[config.mk]
export PLATFORM = sky130hd
export DESIGN_NAME = iter_shifter
export DESIGN_NICKNAME = d
export VERILOG_FILES = /design/src/rtl/iter_shifter_pkg.sv /design/src/rtl/iter_shifter_step.sv /design/src/rtl/iter_shifter.sv
export SDC_FILE = /design/constraint.sdc
export NUM_CORES = 1
export LEC_CHECK = 0
export ABC_AREA = 1
export CAP_MARGIN = 40
export CORE_MARGIN = 2
export CORE_UTILIZATION = 48
export DETAILED_ROUTE_END_ITERATION = 6
export GPL_TIMING_DRIVEN = 1
export HOLD_SLACK_MARGIN = 0.03
export PLACE_DENSITY_LB_ADDON = 0.3
export SLEW_MARGIN = 15
export SYNTH_ARGS = -nofsm -noshare
export SYNTH_HDL_FRONTEND = slang
export SYNTH_SLANG_ARGS = --single-unit
export TNS_END_PERCENT = 10
[constraint.sdc]
create_clock -name clk -period 1.39 [get_ports clk]
set_input_delay 0.417 -clock clk [delete_from_list [all_inputs] [get_ports clk]]
set_output_delay 0.417 -clock clk [all_outputs]
set_load 0.02 [all_outputs]
[src/rtl/iter_shifter_pkg.sv]
// Shared types for the iterative shifter.
// The op encoding is shared with the ALU decode.
package iter_shifter_pkg;

    typedef enum logic [1:0] {
        OP_LSL = 2'b00,
        OP_LSR = 2'b01,
        OP_ASR = 2'b10,
        OP_ROR = 2'b11
    } shift_op_e;

    typedef enum logic [1:0] {
        IDLE  = 2'b00,
        SHIFT = 2'b01,
        DONE  = 2'b10
    } state_e;

    // Width of a per-cycle shift count that spans 0..step.
    function automatic int step_k_w(input int step);
        return $clog2(step + 1);
    endfunction

endpackage

[src/rtl/iter_shifter_step.sv]
// Combinational single-step shifter: moves data by k (0..STEP) bits.
// Carry is the last bit pushed out; ROR reports the new MSB.
module shift_step
    import iter_shifter_pkg::*;
#(
    parameter int WIDTH = 16,
    parameter int STEP  = 1,
    parameter int KW    = step_k_w(STEP)
) (
    input  logic [WIDTH-1:0] data,
    input  logic [KW-1:0]    k,
    input  shift_op_e        op,
    input  logic             sign,
    output logic [WIDTH-1:0] result,
    output logic             carry
);

    logic [WIDTH:0]        lsl_w;
    logic [STEP+WIDTH:0]   rs_w;
    logic [2*WIDTH-1:0]    ror_w;
    logic                  fill;

    // Extended vectors keep the outgoing bit next to the result.
    always_comb begin
        fill   = (op == OP_ASR) ? sign : 1'b0;
        lsl_w  = {1'b0, data} << k;
        rs_w   = {{STEP{fill}}, data, 1'b0} >> k;
        ror_w  = {data, data} >> k;
        result = data;
        carry  = 1'b0;
        unique case (op)
            OP_LSL: begin
                result = lsl_w[WIDTH-1:0];
                carry  = lsl_w[WIDTH];
            end
            OP_LSR, OP_ASR: begin
                result = rs_w[WIDTH:1];
                carry  = rs_w[0];
            end
            OP_ROR: begin
                result = ror_w[WIDTH-1:0];
                carry  = ror_w[WIDTH-1];
            end
        endcase
    end

endmodule

[src/rtl/iter_shifter.sv]
// Multi-cycle shifter: up to STEP bit positions per clock.
// Valid/ready on both sides; results held in DONE until taken.
module iter_shifter
    import iter_shifter_pkg::*;
#(
    parameter int WIDTH   = 16,
    parameter int STEP    = 1,
    parameter int SHAMT_W = $clog2(WIDTH)
) (
    input  logic               clk,
    input  logic               reset,
    input  logic               in_valid,
    output logic               in_ready,
    input  logic [WIDTH-1:0]   in_data,
    input  logic [SHAMT_W-1:0] in_shamt,
    input  logic [1:0]         in_op,
    output logic               out_valid,
    input  logic               out_ready,
    output logic [WIDTH-1:0]   out_data,
    output logic               out_carry,
    output logic               busy
);

    localparam int KW = step_k_w(STEP);

    state_e             state;
    state_e             state_d;
    logic [WIDTH-1:0]   work;
    logic [SHAMT_W-1:0] remaining;
    shift_op_e          op_q;
    logic               sign;
    logic [KW-1:0]      k;
    logic               last_step;
    logic [WIDTH-1:0]   step_data;
    logic               step_carry;
    logic               accept;

    assign in_ready  = (state == IDLE);
    assign busy      = (state != IDLE);
    assign out_valid = (state == DONE);
    assign accept    = in_valid && in_ready;

    // Per-cycle step size is min(remaining, STEP).
    always_comb begin
        k         = '0;
        last_step = 1'b1;
        if (int'(remaining) > STEP) begin
            k         = KW'(STEP);
            last_step = 1'b0;
        end else begin
            k         = KW'(remaining);
        end
    end

    shift_step #(
        .WIDTH (WIDTH),
        .STEP  (STEP),
        .KW    (KW)
    ) u_step (
        .data   (work),
        .k      (k),
        .op     (op_q),
        .sign   (sign),
        .result (step_data),
        .carry  (step_carry)
    );

    // Next-state logic; zero shifts skip straight to DONE.
    always_comb begin
        state_d = state;
        unique case (state)
            IDLE:    if (accept)
                         state_d = (in_shamt == '0) ? DONE : SHIFT;
            SHIFT:   if (last_step) state_d = DONE;
            DONE:    if (out_ready) state_d = IDLE;
            default: state_d = IDLE;
        endcase
    end

    // State register.
    always_ff @(posedge clk) begin
        if (reset) state <= IDLE;
        else       state <= state_d;
    end

    // Working operand, countdown and held result registers.
    always_ff @(posedge clk) begin
        if (reset) begin
            work      <= '0;
            remaining <= '0;
            op_q      <= OP_LSL;
            sign      <= 1'b0;
            out_data  <= '0;
            out_carry <= 1'b0;
        end else if (accept) begin
            work      <= in_data;
            remaining <= in_shamt;
            op_q      <= shift_op_e'(in_op);
            sign      <= in_data[WIDTH-1];
            if (in_shamt == '0) begin
                out_data  <= in_data;
                out_carry <= 1'b0;
            end
        end else if (state == SHIFT) begin
            work      <= step_data;
            remaining <= remaining - SHAMT_W'(k);
            if (last_step) begin
                out_data  <= step_data;
                out_carry <= step_carry;
            end
        end
    end

endmodule

==> impl_metrics.py <==
metrics = {
    "cts": {
        "cts.reportedPaths.clkPinSlew_ns": 0.08,
        "cts_tree": "built",
        "htree_levels": 2,
        "cts_root_buffer": "clkbuf_8",
        "cts.sinks": 42,
        "clkLatencyLatePin_ns": 0.30,
        "clk_path_buf_depth": 2,
        "cts_made_buffers": 5,
    },
    "pwr": {
        "p_sw_mw": 2.680,
        "leakagePower_nw": 1.752,
        "power_frac_seq_pct": 28.4,
        "swShare_pct": 42.93,
        "power.density_nw_per_um2": 1786,
        "ir_drop_v": 0.0008804,
        "p_comb_share_pct": 56.1,
        "pwr-share-clk_pct": 15.5,
        "p_int_mw": 3.563,
    },
    "grt": {
        "grt_pass1_vias": 2578,
        "grt_pass1_wl_um": 11410,
        "overflow": 0,
        "grt_max_degree": 29,
        "antenna_found_initial": 0,
        "grt_usage_pct": 23.72,
    },
    "detailed_routing": {
        "dr.pass1.iters": 4,
        "drc_errors": 0,
        "vias": 2690,
        "drt_iter0_markers": 183,
        "final_antenna_net_count": 0,
        "drt_wl_total_um": 6859,
        "routed_via_density": 5.143,
        "routedWlPerCell_um": 13.11,
    },
    "floorplan": {
        "rows": 26,
        "floorplan.initialDensity_pct": 49.85,
        "pin_count": 46,
        "core_um2": 5107,
        "die_area_um2": 5903,
        "die_width_um": 76.83,
        "die_y_um": 76.83,
    },
    "job": {
        "maxCapViolations": 0,
    },
    "timing": {
        "tns_ns": -0.9857,
        "grt_setup_unrepaired": "true",
        "slew_violations": 0,
        "max_freq_mhz": 662.9,
        "hold_violations": 0,
        "fin_crit_sh_pct": 108.5,
        "worst_slack_ns": -0.1185,
        "clock_skew_ns": 0.005689,
        "fin_crit_ns": 1.509,
        "max_slew.worst_pin.slew_ns": 0.3194,
        "setup_viol": 29,
        "slew_headroom_pct": 78.70,
    },
    "logic_synthesis": {
        "avgSynthCellArea_um2": 6.648,
        "synth_fp_nets": 413,
        "synth_area_leaders": "dfxtp_1 (33%), nand3_1 (14%), nand2_1 (12%)",
        "yosysUniqueCellTypes": 29,
        "synth_top_area_share_pct": 33.02,
        "synth-seq-cells": 42,
        "yosys.area.top_type": "dfxtp_1",
        "synthCells": 383,
        "yosys_warnings": 0,
        "syn_area_um2": 2546,
        "ys_seq_area_share_pct": 33.02,
    },
    "place": {
        "dp_hpwl_um": 4778,
        "place_congestion": 0.8658,
        "dpl-instance-area_um2": 3338,
        "port_buffers": 45,
    },
    "layout": {
        "final_net_count": 482,
        "n_antenna_cell": 0,
        "final_layout_size_suffix_gt1_share_pct": 25.83,
        "final_area_um2": 3495,
        "area_delta_synth_final_pct": 37.25,
    },
    "setup_path": {
        "start_kind": "input port",
        "reg2reg_slack_ns": -0.08,
        "cp-end-kind": "flip-flop",
        "path_class": "input port to flip-flop",
        "crit_fanout": 18,
        "crit_chain": "clkdlybuf4s50_1 -> inv_2 -> nand3_4 -> o22ai_4 -> buf_12 -> or2_2 -> nand3_1 -> inv_1",
        "cp.required_ns": 1.59,
        "max_stage_delay_ns": 0.47,
        "worstPathArrival_ns": 1.71,
        "slowest_stage": "clkdlybuf4s50_1",
    },
    "hold_path": {
        "min_path_type": "flip-flop to flip-flop",
    },
    "status": {
        "failed_checks": "negative setup slack",
        "status": "complete, but fails checks",
    },
}
==> power groups by stage <==
stage / clock (mW) / combinational, mW / sequential, mW
after global routing: 1.04 / 3.84 / 1.80
after floorplan: 0 / 2.13 / 1.88
final: 0.969 / 3.50 / 1.77
after global placement: 0 / 3.32 / 1.77
after CTS: 0.980 / 3.36 / 1.76
after detailed placement: 0 / 3.39 / 1.78
==> placed cells by master, fill, tap and decap left out, types with 9 or more instances in the layout <==
master            n
a21oi_1          23
buf_4            27
clkbuf_2         13
clkdlybuf4s50_1  21
clkinv_1         13
dfxtp_1          36
inv_1            59
nand2_1          65
nand2_2          16
nand3_1          70
o21ai_0           9
o21ai_1          13
==> critical path: cells and delay by family <==
kind,cells,cell delay (ns)
AOI/OAI and AO/OA,1,0.11
and+or+nand+nor,3,0.43
buffers and inverters,4,0.74
==> Yosys cell counts <==
library cell / number
nand2_1: 81
nor2_2: 1
o22ai_1: 1
or2_2: 1
o31ai_1: 2
nand2_4: 1
clkbuf_1: 5
o211ai_1: 7
inv_2: 5
buf_6: 5
nand3_1: 73
o221ai_1: 1
nor2_1: 7
o211ai_2: 8
buf_4: 5
o21ai_0: 9
dfxtp_1: 42
inv_4: 1
buf_2: 5
nor3_1: 1
inv_1: 63
nand2_2: 2
ha_1: 4
nor2_4: 2
a21oi_1: 23
clkinv_1: 13
nor2_8: 1
o22ai_4: 1
o21ai_1: 13
==> layer usage <==
layer	GRT usage, %	share of wire (%)
met3	5.412	4.5
met5	0	0
met4	8.000	1.6
met1	31.18	47
met2	38.33	47
==> repair_timing <==
item / 4_1_cts / 5_1_grt
hold buffers: 0 / 0
pin swaps: 2 / 3
gates resized for setup: 55 / 42
setup buffers: 0 / 1
gates cloned: 0 / 1
endpoints found under the setup margin: 53 / 58
==> logic make-up after synthesis <==
group / Yosys count / synth area share, %
AO/OA/AOI/OAI: 65 / 16.81
adder cells (fa/ha/maj): 4 / 1.966
buffers and inverters: 102 / 17.59
flip-flops: 42 / 33.02
AND/OR/NAND/NOR: 170 / 30.61
==> state kept, by name, indices dropped and copies added, names as in the netlist <==
signal     count
work          16
remaining      4
op_q           2
out_data      16
state          2
sign           1
out_carry      1
==> per-stage QoR <==
step | setup WS [ns] | instances | utilization (%) | power (mW) | hold WS, ns
6_report | -0.1185 | 523 | 68.42 | 6.243 | 0.4894
5_1_grt | -0.1573 | 523 | 68.42 | 6.682 | 0.5138
4_1_cts | -0.07475 | 521 | 67.59 | 6.097 | 0.5008
3_5_place_dp | -0.4526 | 513 | 65.36 | 5.163 | 0.4625
3_3_place_gp | -0.4161 | 513 | 65.36 | 5.089 | 0.4525
2_1_floorplan | 0.005261 | 383 | - | 4.016 | 0.4444
==> layout make-up <==
class	count	area, um^2
well taps	70	87.58
repair buffers	82	764.5
multi-input cells	239	1370
clock buffers	7	76.32
inverters	82	312.8
fillers	431	1613
clock inverters	1	30.03
flip-flops and latches	42	853.3
==> worst paths after layout <==
| kind | startpoint | endpoint | depth (start not counted) |
|---|---|---|---|
| max | in_shamt[0] | out_data[0] | 8 |
| min | remaining[3] | remaining[3] | 2 |
| max reg2reg | state[0] | out_data[15] | 8 |
| min reg2reg | remaining[3] | remaining[3] | 2 |
No activity file was read; power rests on OpenSTA's default activity.
